File: config.mk
export PLATFORM = sky130hd
export DESIGN_NAME = dvi_rst_seq
export DESIGN_NICKNAME = d
export VERILOG_FILES = /design/src/rtl/dvi_rst_seq.sv
export SDC_FILE = /design/constraint.sdc
export NUM_CORES = 1
export LEC_CHECK = 0
export CELL_PAD_IN_SITES_DETAIL_PLACEMENT = 1
export CELL_PAD_IN_SITES_GLOBAL_PLACEMENT = 1
export CORE_AREA = 2 2 78 80
export DETAILED_ROUTE_END_ITERATION = 12
export DIE_AREA = 0 0 80 82
export GPL_ROUTABILITY_DRIVEN = 0
export PLACE_DENSITY_LB_ADDON = 0.1
export SYNTH_ARGS = -nofsm -noshare
export SYNTH_HDL_FRONTEND = slang
export SYNTH_SLANG_ARGS = --single-unit
export TNS_END_PERCENT = 5
File: constraint.sdc
create_clock -name I_CLK -period 7.7 [get_ports I_CLK]
set_input_delay 1.155 -clock I_CLK [delete_from_list [all_inputs] [get_ports I_CLK]]
set_output_delay 1.155 -clock I_CLK [all_outputs]
set_load 0.005 [all_outputs]
File: src/rtl/dvi_rst_seq.sv
// dvi_rst_seq: reset/lock sequencer sitting behind the DVI PLL init controller.
// Restarts PLL init, waits for a stable lock, then releases the serializer and
// pixel-pipeline resets in order. Lock loss or lock timeout causes a bounded
// number of retries before a sticky failure state is entered.
`timescale 1ns/1ps

module dvi_rst_seq #(
    parameter int CLK_PERIOD   = 20,
    parameter int STABLE_TIME  = 100_000,
    parameter int TIMEOUT_TIME = 20_000_000,
    parameter int INIT_RST_CYC = 8,
    parameter int SER_HOLD_CYC = 16,
    parameter int RETRY_MAX    = 3
) (
    input  logic       I_CLK,
    input  logic       I_RST_N,
    input  logic       I_LOCK,
    input  logic       I_PLL_RST,
    output logic       O_INIT_RST,
    output logic       O_SER_RST,
    output logic       O_PIX_RST,
    output logic       O_READY,
    output logic       O_FAIL,
    output logic [3:0] O_RETRY_CNT
);

    localparam int STABLE_CNT  = (STABLE_TIME + CLK_PERIOD - 1) / CLK_PERIOD;
    localparam int TIMEOUT_CNT = (TIMEOUT_TIME + CLK_PERIOD - 1) / CLK_PERIOD;

    localparam int INIT_W    = $clog2(INIT_RST_CYC + 1);
    localparam int STABLE_W  = $clog2(STABLE_CNT + 1);
    localparam int TIMEOUT_W = $clog2(TIMEOUT_CNT + 1);
    localparam int HOLD_W    = $clog2(SER_HOLD_CYC + 1);

    // The init and hold phases last one cycle longer than their count, since the
    // exit is taken on the edge after the counter has reached its threshold.
    // Stability and timeout are judged on the edge where the count would reach
    // its threshold, so they compare against threshold-1.
    localparam logic [INIT_W-1:0]    INIT_LAST    = INIT_W'(INIT_RST_CYC);
    localparam logic [STABLE_W-1:0]  STABLE_LAST  = STABLE_W'(STABLE_CNT - 1);
    localparam logic [TIMEOUT_W-1:0] TIMEOUT_LAST = TIMEOUT_W'(TIMEOUT_CNT - 1);
    localparam logic [HOLD_W-1:0]    HOLD_LAST    = HOLD_W'(SER_HOLD_CYC);
    localparam logic [3:0]           RETRY_LIMIT  = 4'(RETRY_MAX);

    typedef enum logic [2:0] {
        ST_INIT_RST,
        ST_WAIT_LOCK,
        ST_SER_REL,
        ST_PIX_REL,
        ST_RUN,
        ST_FAIL
    } state_t;

    state_t                 r_state;
    logic [INIT_W-1:0]      r_initCnt;
    logic [STABLE_W-1:0]    r_stableCnt;
    logic [TIMEOUT_W-1:0]   r_timeoutCnt;
    logic [HOLD_W-1:0]      r_holdCnt;
    logic [3:0]             r_retryCnt;

    logic                   r_initRst;
    logic                   r_serRst;
    logic                   r_pixRst;
    logic                   r_ready;
    logic                   r_fail;

    state_t                 w_nextState;
    logic                   w_lockOk;
    logic                   w_failure;

    // Lock only counts toward stability while the PLL itself is out of reset.
    assign w_lockOk = I_LOCK & ~I_PLL_RST;

    // Output pattern {init, ser, pix, ready, fail} for a given state.
    function automatic logic [4:0] decodeOutputs(input state_t s);
        logic [4:0] v;
        v = 5'b11100;
        case (s)
            ST_INIT_RST:  v = 5'b11100;
            ST_WAIT_LOCK: v = 5'b01100;
            ST_SER_REL:   v = 5'b00100;
            ST_PIX_REL:   v = 5'b00000;
            ST_RUN:       v = 5'b00010;
            ST_FAIL:      v = 5'b01101;
            default:      v = 5'b11100;
        endcase
        return v;
    endfunction

    // Next-state decision; a failure overrides the state's normal exit and is
    // then routed either to a retry or to the sticky failure state.
    always_comb begin
        w_nextState = r_state;
        w_failure   = 1'b0;
        case (r_state)
            ST_INIT_RST: begin
                if (r_initCnt == INIT_LAST) begin
                    w_nextState = ST_WAIT_LOCK;
                end
            end
            ST_WAIT_LOCK: begin
                if (w_lockOk && (r_stableCnt == STABLE_LAST)) begin
                    w_nextState = ST_SER_REL;
                end else if (r_timeoutCnt == TIMEOUT_LAST) begin
                    w_failure = 1'b1;
                end
            end
            ST_SER_REL: begin
                if (!I_LOCK) begin
                    w_failure = 1'b1;
                end else if (r_holdCnt == HOLD_LAST) begin
                    w_nextState = ST_PIX_REL;
                end
            end
            ST_PIX_REL: begin
                if (!I_LOCK) begin
                    w_failure = 1'b1;
                end else begin
                    w_nextState = ST_RUN;
                end
            end
            ST_RUN: begin
                if (!I_LOCK) begin
                    w_failure = 1'b1;
                end
            end
            default: begin
                w_nextState = r_state;
            end
        endcase
        if (w_failure) begin
            w_nextState = (r_retryCnt == RETRY_LIMIT) ? ST_FAIL : ST_INIT_RST;
        end
    end

    // State, phase counters, retry count and registered outputs all advance together.
    always_ff @(posedge I_CLK) begin
        if (!I_RST_N) begin
            r_state      <= ST_INIT_RST;
            r_initCnt    <= '0;
            r_stableCnt  <= '0;
            r_timeoutCnt <= '0;
            r_holdCnt    <= '0;
            r_retryCnt   <= 4'd0;
            r_initRst    <= 1'b1;
            r_serRst     <= 1'b1;
            r_pixRst     <= 1'b1;
            r_ready      <= 1'b0;
            r_fail       <= 1'b0;
        end else begin
            r_state <= w_nextState;

            if (w_nextState != r_state) begin
                r_initCnt    <= '0;
                r_stableCnt  <= '0;
                r_timeoutCnt <= '0;
                r_holdCnt    <= '0;
            end else begin
                case (r_state)
                    ST_INIT_RST: begin
                        r_initCnt <= r_initCnt + INIT_W'(1);
                    end
                    ST_WAIT_LOCK: begin
                        r_stableCnt  <= w_lockOk ? (r_stableCnt + STABLE_W'(1)) : '0;
                        r_timeoutCnt <= r_timeoutCnt + TIMEOUT_W'(1);
                    end
                    ST_SER_REL: begin
                        r_holdCnt <= r_holdCnt + HOLD_W'(1);
                    end
                    default: begin
                        r_initCnt <= r_initCnt;
                    end
                endcase
            end

            if (w_failure && (w_nextState == ST_INIT_RST)) begin
                r_retryCnt <= r_retryCnt + 4'd1;
            end else if ((w_nextState == ST_RUN) && (r_state != ST_RUN)) begin
                r_retryCnt <= 4'd0;
            end

            {r_initRst, r_serRst, r_pixRst, r_ready, r_fail} <= decodeOutputs(w_nextState);
        end
    end

    assign O_INIT_RST  = r_initRst;
    assign O_SER_RST   = r_serRst;
    assign O_PIX_RST   = r_pixRst;
    assign O_READY     = r_ready;
    assign O_FAIL      = r_fail;
    assign O_RETRY_CNT = r_retryCnt;

endmodule

; After elaboration in Yosys (flattened, before gate mapping)
; Cells that the tools add are included.
; Widths: inputs -> output; s select.
[word_totals]
register_bits = 54
latch_bits = 0
ramBits = 0
mem_bits_ro = 0
input_bits = 4
elab_cells = 59
mem_count = 0
[op_classes]
addsub = 5
n_mul = 0
div_mod_pow = 0
n_lt_le_gt_ge = 0
n_eq_ne = 16
n_shift = 0
mux = 16
bitwise = 3
n_reduce_logical = 8
[ops]
columns = cell, count
row1 = $pmux 5 s5, 1
row2 = $mux 3, 7
row3 = $add 20x1->20 const B, 1
row4 = $eq 20x20->1 const B, 1
row5 = $add 13x1->13 const B, 1
row6 = $eq 13x13->1 const B, 1
row7 = $mux 13, 1
row8 = $eq 3x2->1 const B, 4
row9 = $pmux 3 s4, 1
row10 = $eq 3x3->1 const B, 3
row11 = $add 4x1->4 const B, 2
row12 = $mux 4, 2
row13 = $eq 3x1->1 const B, 2
row14 = $logic_not 3->1, 2
row15 = $add 5x1->5 const B, 1
row16 = $eq 5x5->1 const B, 1
row17 = $eq 4x2->1 const B, 1
row18 = $eq 4x4->1 const B, 1
row19 = $logic_and 1x1->1, 3
row20 = $mux 1, 3
row21 = $ne 3x3->1, 1
row22 = $ne 3x3->1 const B, 1
row23 = $reduce_or 3->1, 1
row24 = $not 1->1, 2
row25 = other kinds (4), 4

; Logic depth before layout (Yosys ltp)
[logic_depth]
word_depth = 10
mapped_depth = 10
mapped_depth_nobuf = 9

; Least setup slack after synthesis
; No wires, ideal clock.
[synth_timing]
kind = input -> register
startpoint = in I_LOCK
endpoint = reg r_holdCnt[3]
arrival_time_ps = 3145
setup_slack_ps = 4438
cell_stages = 10
path_cell_list = clkbuf_1 nand2b_1 or4_1 buf_2 a31o_4 a32oi_4 nor2_1 o21ai_2 buf_2 nor2_1
[synth_via]
elab_chain_cells = 7
[synth_rtl]
columns = item, line
row1 = start: declaration, 17  ; input logic I_LOCK,
row2 = $and 1x1->1, 72  ; assign w_lockOk = I_LOCK & ~I_PLL_RST;
row3 = $logic_and 1x1->1, 102  ; if (w_lockOk && (r_stableCnt == STABLE_LAST)) begin
row4 = $mux 3 or $mux 1 (tied branches), 102
row5 = $pmux 3 s4 or $pmux 1 s2 (tied branches), 95  ; case (r_state)
row6 = $mux 3 *, 131  ; if (w_failure) begin
row7 = $ne 3x3->1 *, 153  ; if (w_nextState != r_state) begin
row8 = $reduce_or 2->1 (no source line) *, -
row9 = end signal: assignment, 168  ; r_holdCnt <= r_holdCnt + HOLD_W'(1);
row10 = end: declaration, 58  ; logic [HOLD_W-1:0] r_holdCnt;
; Mark *: on every way between the ends. The rest lies on a longest branch, timed or not.
; A chain may end at the register's enable or synchronous reset.

; Final worst setup path
[layout_timing]
startpoint = in I_LOCK
endpoint = reg r_timeoutCnt[5]
[layout_via]
elab_chain_cells = 7
[layout_rtl]
columns = item, line
row1 = $and 1x1->1, 72
row2 = $logic_and 1x1->1, 102
row3 = $mux 3 or $mux 1 (tied branches), 102
row4 = $pmux 3 s4 or $pmux 1 s2 (tied branches), 95
row5 = $mux 3 *, 131
row6 = $ne 3x3->1 *, 153
row7 = $reduce_or 2->1 (no source line) *, -
row8 = end signal: assignment, 165  ; r_timeoutCnt <= r_timeoutCnt + TIMEOUT_W'(1);
row9 = end: declaration, 57  ; logic [TIMEOUT_W-1:0] r_timeoutCnt;
; Marked as above.

==> run metrics <==
Clock power frac 35.3%; internal power 0.000360 W; Max-Cap Viols 0; CTS buffer count 5; syn_nets 330; crit end category register; drt via density about 5.5; Hold Fails Final Rpt 0; Initial Util a little under half; routed length per instance ~15 µm; Syn Inst Count approximately 320; cell mode on critical path nor2_1; global-route met3 utilization between 3 and 4%; Max FO, Critical Path 22; final setup margin approximately 3.4 ns; Site Rows 28; max incr delay on CP 0.80 ns; critical path startpoint category primary input; Max H-tree Level 2; Critical Path Slowest Stage Cell o21ai_2; worst slew pin tran between 0.9 and 1 ns; Buf/Inv on CP 1; vias in the first global route 2275; Die Span X 80 µm; via count roughly 2200; ys async rst share 0%; HPWL Detailed approximately 4500 µm; Post-Syn Area 2690 µm²; Logic pwr share around 3.9%; Total GRT Usage around a fifth; synth cell count leaders dfxtp_1, nor2_1, nand2_1, nand3_1; Switching Fraction between 20% and 30%; Hold Buf Count CTS 0; CTS tree yes; WHS Endpoint r_stableCnt[1]$_SDFFE_PP0P_; Power per Cell Area roughly 160 nW/µm²; top-area cell type share of the netlist area approximately two fifths; mean area per synthesized cell roughly 8.4 µm²; IO buf count 12; maximum vdd drop between 0.09 and 0.1 mV; Hold Crit Start r_stableCnt[1]$_SDFFE_PP0P_; Pre-antenna DRT Iters 4; # IOs 13; top_reg_cell synth dfxtp_1; synth top area cells dfxtp_1, nor2_1, xnor2_1, xor2_1, nand3_1; WP data arrival 4.48 ns; total setup buffers inserted after CTS 0; RSZ-0062 raised after global routing false; P&R area growth vs syn 9.62%; Seq pwr share 60.8%; DRC viols 0; Sw Pwr 0.000104 W; number of synthesized flops with an enable pin 0; Worst EP required roughly 8 ns; largest area contributor in the netlist dfxtp_1; fillers between 600 and 700; nets@finish 338; final worst path period share 56.0%; Multi-input gate area 1520 µm²; RR Endpoint r_timeoutCnt[5]$_SDFFE_PP0P_; register area around 1100 µm²; Yosys cell types 51; worst reg2reg path depth 7; status finished clean; share of layout cells above drive strength 1 approximately 6.4%; global-route wire length before repair roughly 11000 µm; # diodes 0; GR Util met1 between 20% and 30%; initial drt markers 59; Final Max Slew Viols 0; minimum clock period around 4.3 ns; delay-heaviest family, CP compound AO/OA/AOI/OAI gates; FF-to-FF setup slack 3.91 ns; leak pwr ~1.0 nW; Seq/Total Area, Yosys 40.1%; setup violators final 0; hold path depth 2; core footprint approximately 5700 µm²; Core Util, Final between 50% and 60%; Die Ht slightly above 80 µm; yosys warns 0; GRT overflow 0; Resized Gates After CTS 0; Die Area 6560 µm²; Worst-path clk slew about 0.090 ns; top-count cell post-synth dfxtp_1; Max Clk Rate 0.232 GHz; Reg2Reg Launch Point r_state[0]$_SDFF_PN0_; Clock Skews between 0.006 and 0.007 ns; WS Path Type in2reg; Worst-Skew Late Latency a little over 0.3 ns; initial antenna violation count 0; Fin Setup TNS 0 ns; met2 Usage GRT between 30% and 40%; CTS sink count 54; Hold Crit Class reg2reg; pre-CTS WS roughly 3 ns; register bit total from synthesis between 50 and 60; CTS root buf clkbuf_8; crit-path cells clkdlybuf4s50_1 > nand2b_1 > or4_1 > a31o_4 > a32oi_4 > nor2_1 > o21ai_2 > nor2_1; Final ANT Viol Nets 0; wirelength, routed approximately 6100 µm; largest net degree at the start of global routing 23; gr busiest metal met2; normalized max-slew margin 36.2%; maximum clock path buffer count 2
power groups by stage:
stage | Clock [W] | Sequential [W] | Combinational (W)
2_1_floorplan | 0 | 0.000289 | 0.0000128
3_3_place_gp | 0 | 0.000289 | 0.0000178
3_5_place_dp | 0 | 0.000289 | 0.0000181
4_1_cts | 0.000170 | 0.000282 | 0.0000181
5_1_grt | 0.000180 | 0.000283 | 0.0000208
6_report | 0.000164 | 0.000282 | 0.0000179
layout by cell type (no fill, tap or decap), types with 2 or more instances in the layout:
master and n:
o21ai_0 5, and3b_1 2, a31oi_1 2, nor3_1 7, nand2_1 26, nor4_1 2, nand3_1 20, nand4_1 7
or4b_2 2, xor2_1 15, and2_1 7, or2_2 2, nor2b_1 4, or3b_2 2, or3_1 2, nor3b_1 2
or4bb_1 2, nand4b_1 4, clkbuf_8 6, mux2i_1 4, o21ai_1 3, clkdlybuf4s50_1 12, xnor2_1 15, ha_1 7
nor2_1 52, and3_1 9, a221oi_1 2, inv_1 10, dfxtp_1 54, a21oi_1 15, nand2b_1 3, o21ai_2 2
routing by layer:
layer,vias up,routed length [µm]
met1,1072,2900
met3,7,127
met2,17,2980
li1,1118,-
met4,0,63
met5,-,0
how the worst max path moves through the flow:
stage | startpoint | to | cells after the start
5_1_grt | I_LOCK | r_timeoutCnt[5]$_SDFFE_PP0P_ | 8
2_1_floorplan | I_LOCK | r_holdCnt[3]$_SDFFE_PP0P_ | 10
6_report | I_LOCK | r_timeoutCnt[5]$_SDFFE_PP0P_ | 8
3_5_place_dp | I_LOCK | r_timeoutCnt[4]$_SDFFE_PP0P_ | 8
3_3_place_gp | I_LOCK | r_timeoutCnt[5]$_SDFFE_PP0P_ | 8
4_1_cts | I_LOCK | r_timeoutCnt[4]$_SDFFE_PP0P_ | 8
cell families (layout without fill, tap and decap cells):
group | count (synthesis) | in the layout | synth area share (%)
AO/OA/AOI/OAI | 42 | 42 | 11.2
XOR/XNOR | 30 | 30 | 9.76
adder cells (fa/ha/maj) | 7 | 7 | 3.25
buffers and inverters | 22 | 31 | 3.39
flip-flops | 54 | 54 | 40.1
multiplexers | 4 | 4 | 1.49
AND/OR/NAND/NOR | 160 | 160 | 30.8
per-stage QoR:
stage / cells / instance area (µm²) / hold WS, ns / total power [W]
global route: 403 / 2950 / 0.514 / 0.000484
global placement: 395 / 2860 / 0.456 / 0.000307
floorplan: 319 / 2690 / 0.443 / 0.000301
finish: 403 / 2950 / 0.495 / 0.000464
detailed placement: 395 / 2860 / 0.482 / 0.000307
CTS: 403 / 2950 / 0.496 / 0.000471
registers in the layout, summed over array words and instances, names as in the netlist:
signal,flops
O_SER_RST,1
r_timeoutCnt,20
r_initCnt,4
O_FAIL,1
O_READY,1
r_stableCnt,13
O_INIT_RST,1
r_holdCnt,5
O_RETRY_CNT,4
O_PIX_RST,1
r_state,3
worst register-to-register path: cells and delay by family (launching register included):
| kind | cells | cell delay [ns] |
|---|---|---|
| AOI/OAI and AO/OA | 2 | 1.21 |
| DFF | 1 | 0.65 |
| and+or+nand+nor | 5 | 1.78 |
final cells by class:
type	instances	area share (%)
Timing Repair Buffer	13	4.32
Multi-Input combinational cell	243	51.5
Clock buffer	7	2.92
Inverter	10	1.27
Tap cell	75	3.18
Sequential cell	54	36.6
Clock inverter	1	0.170
Power figures use the tool's default switching activity.
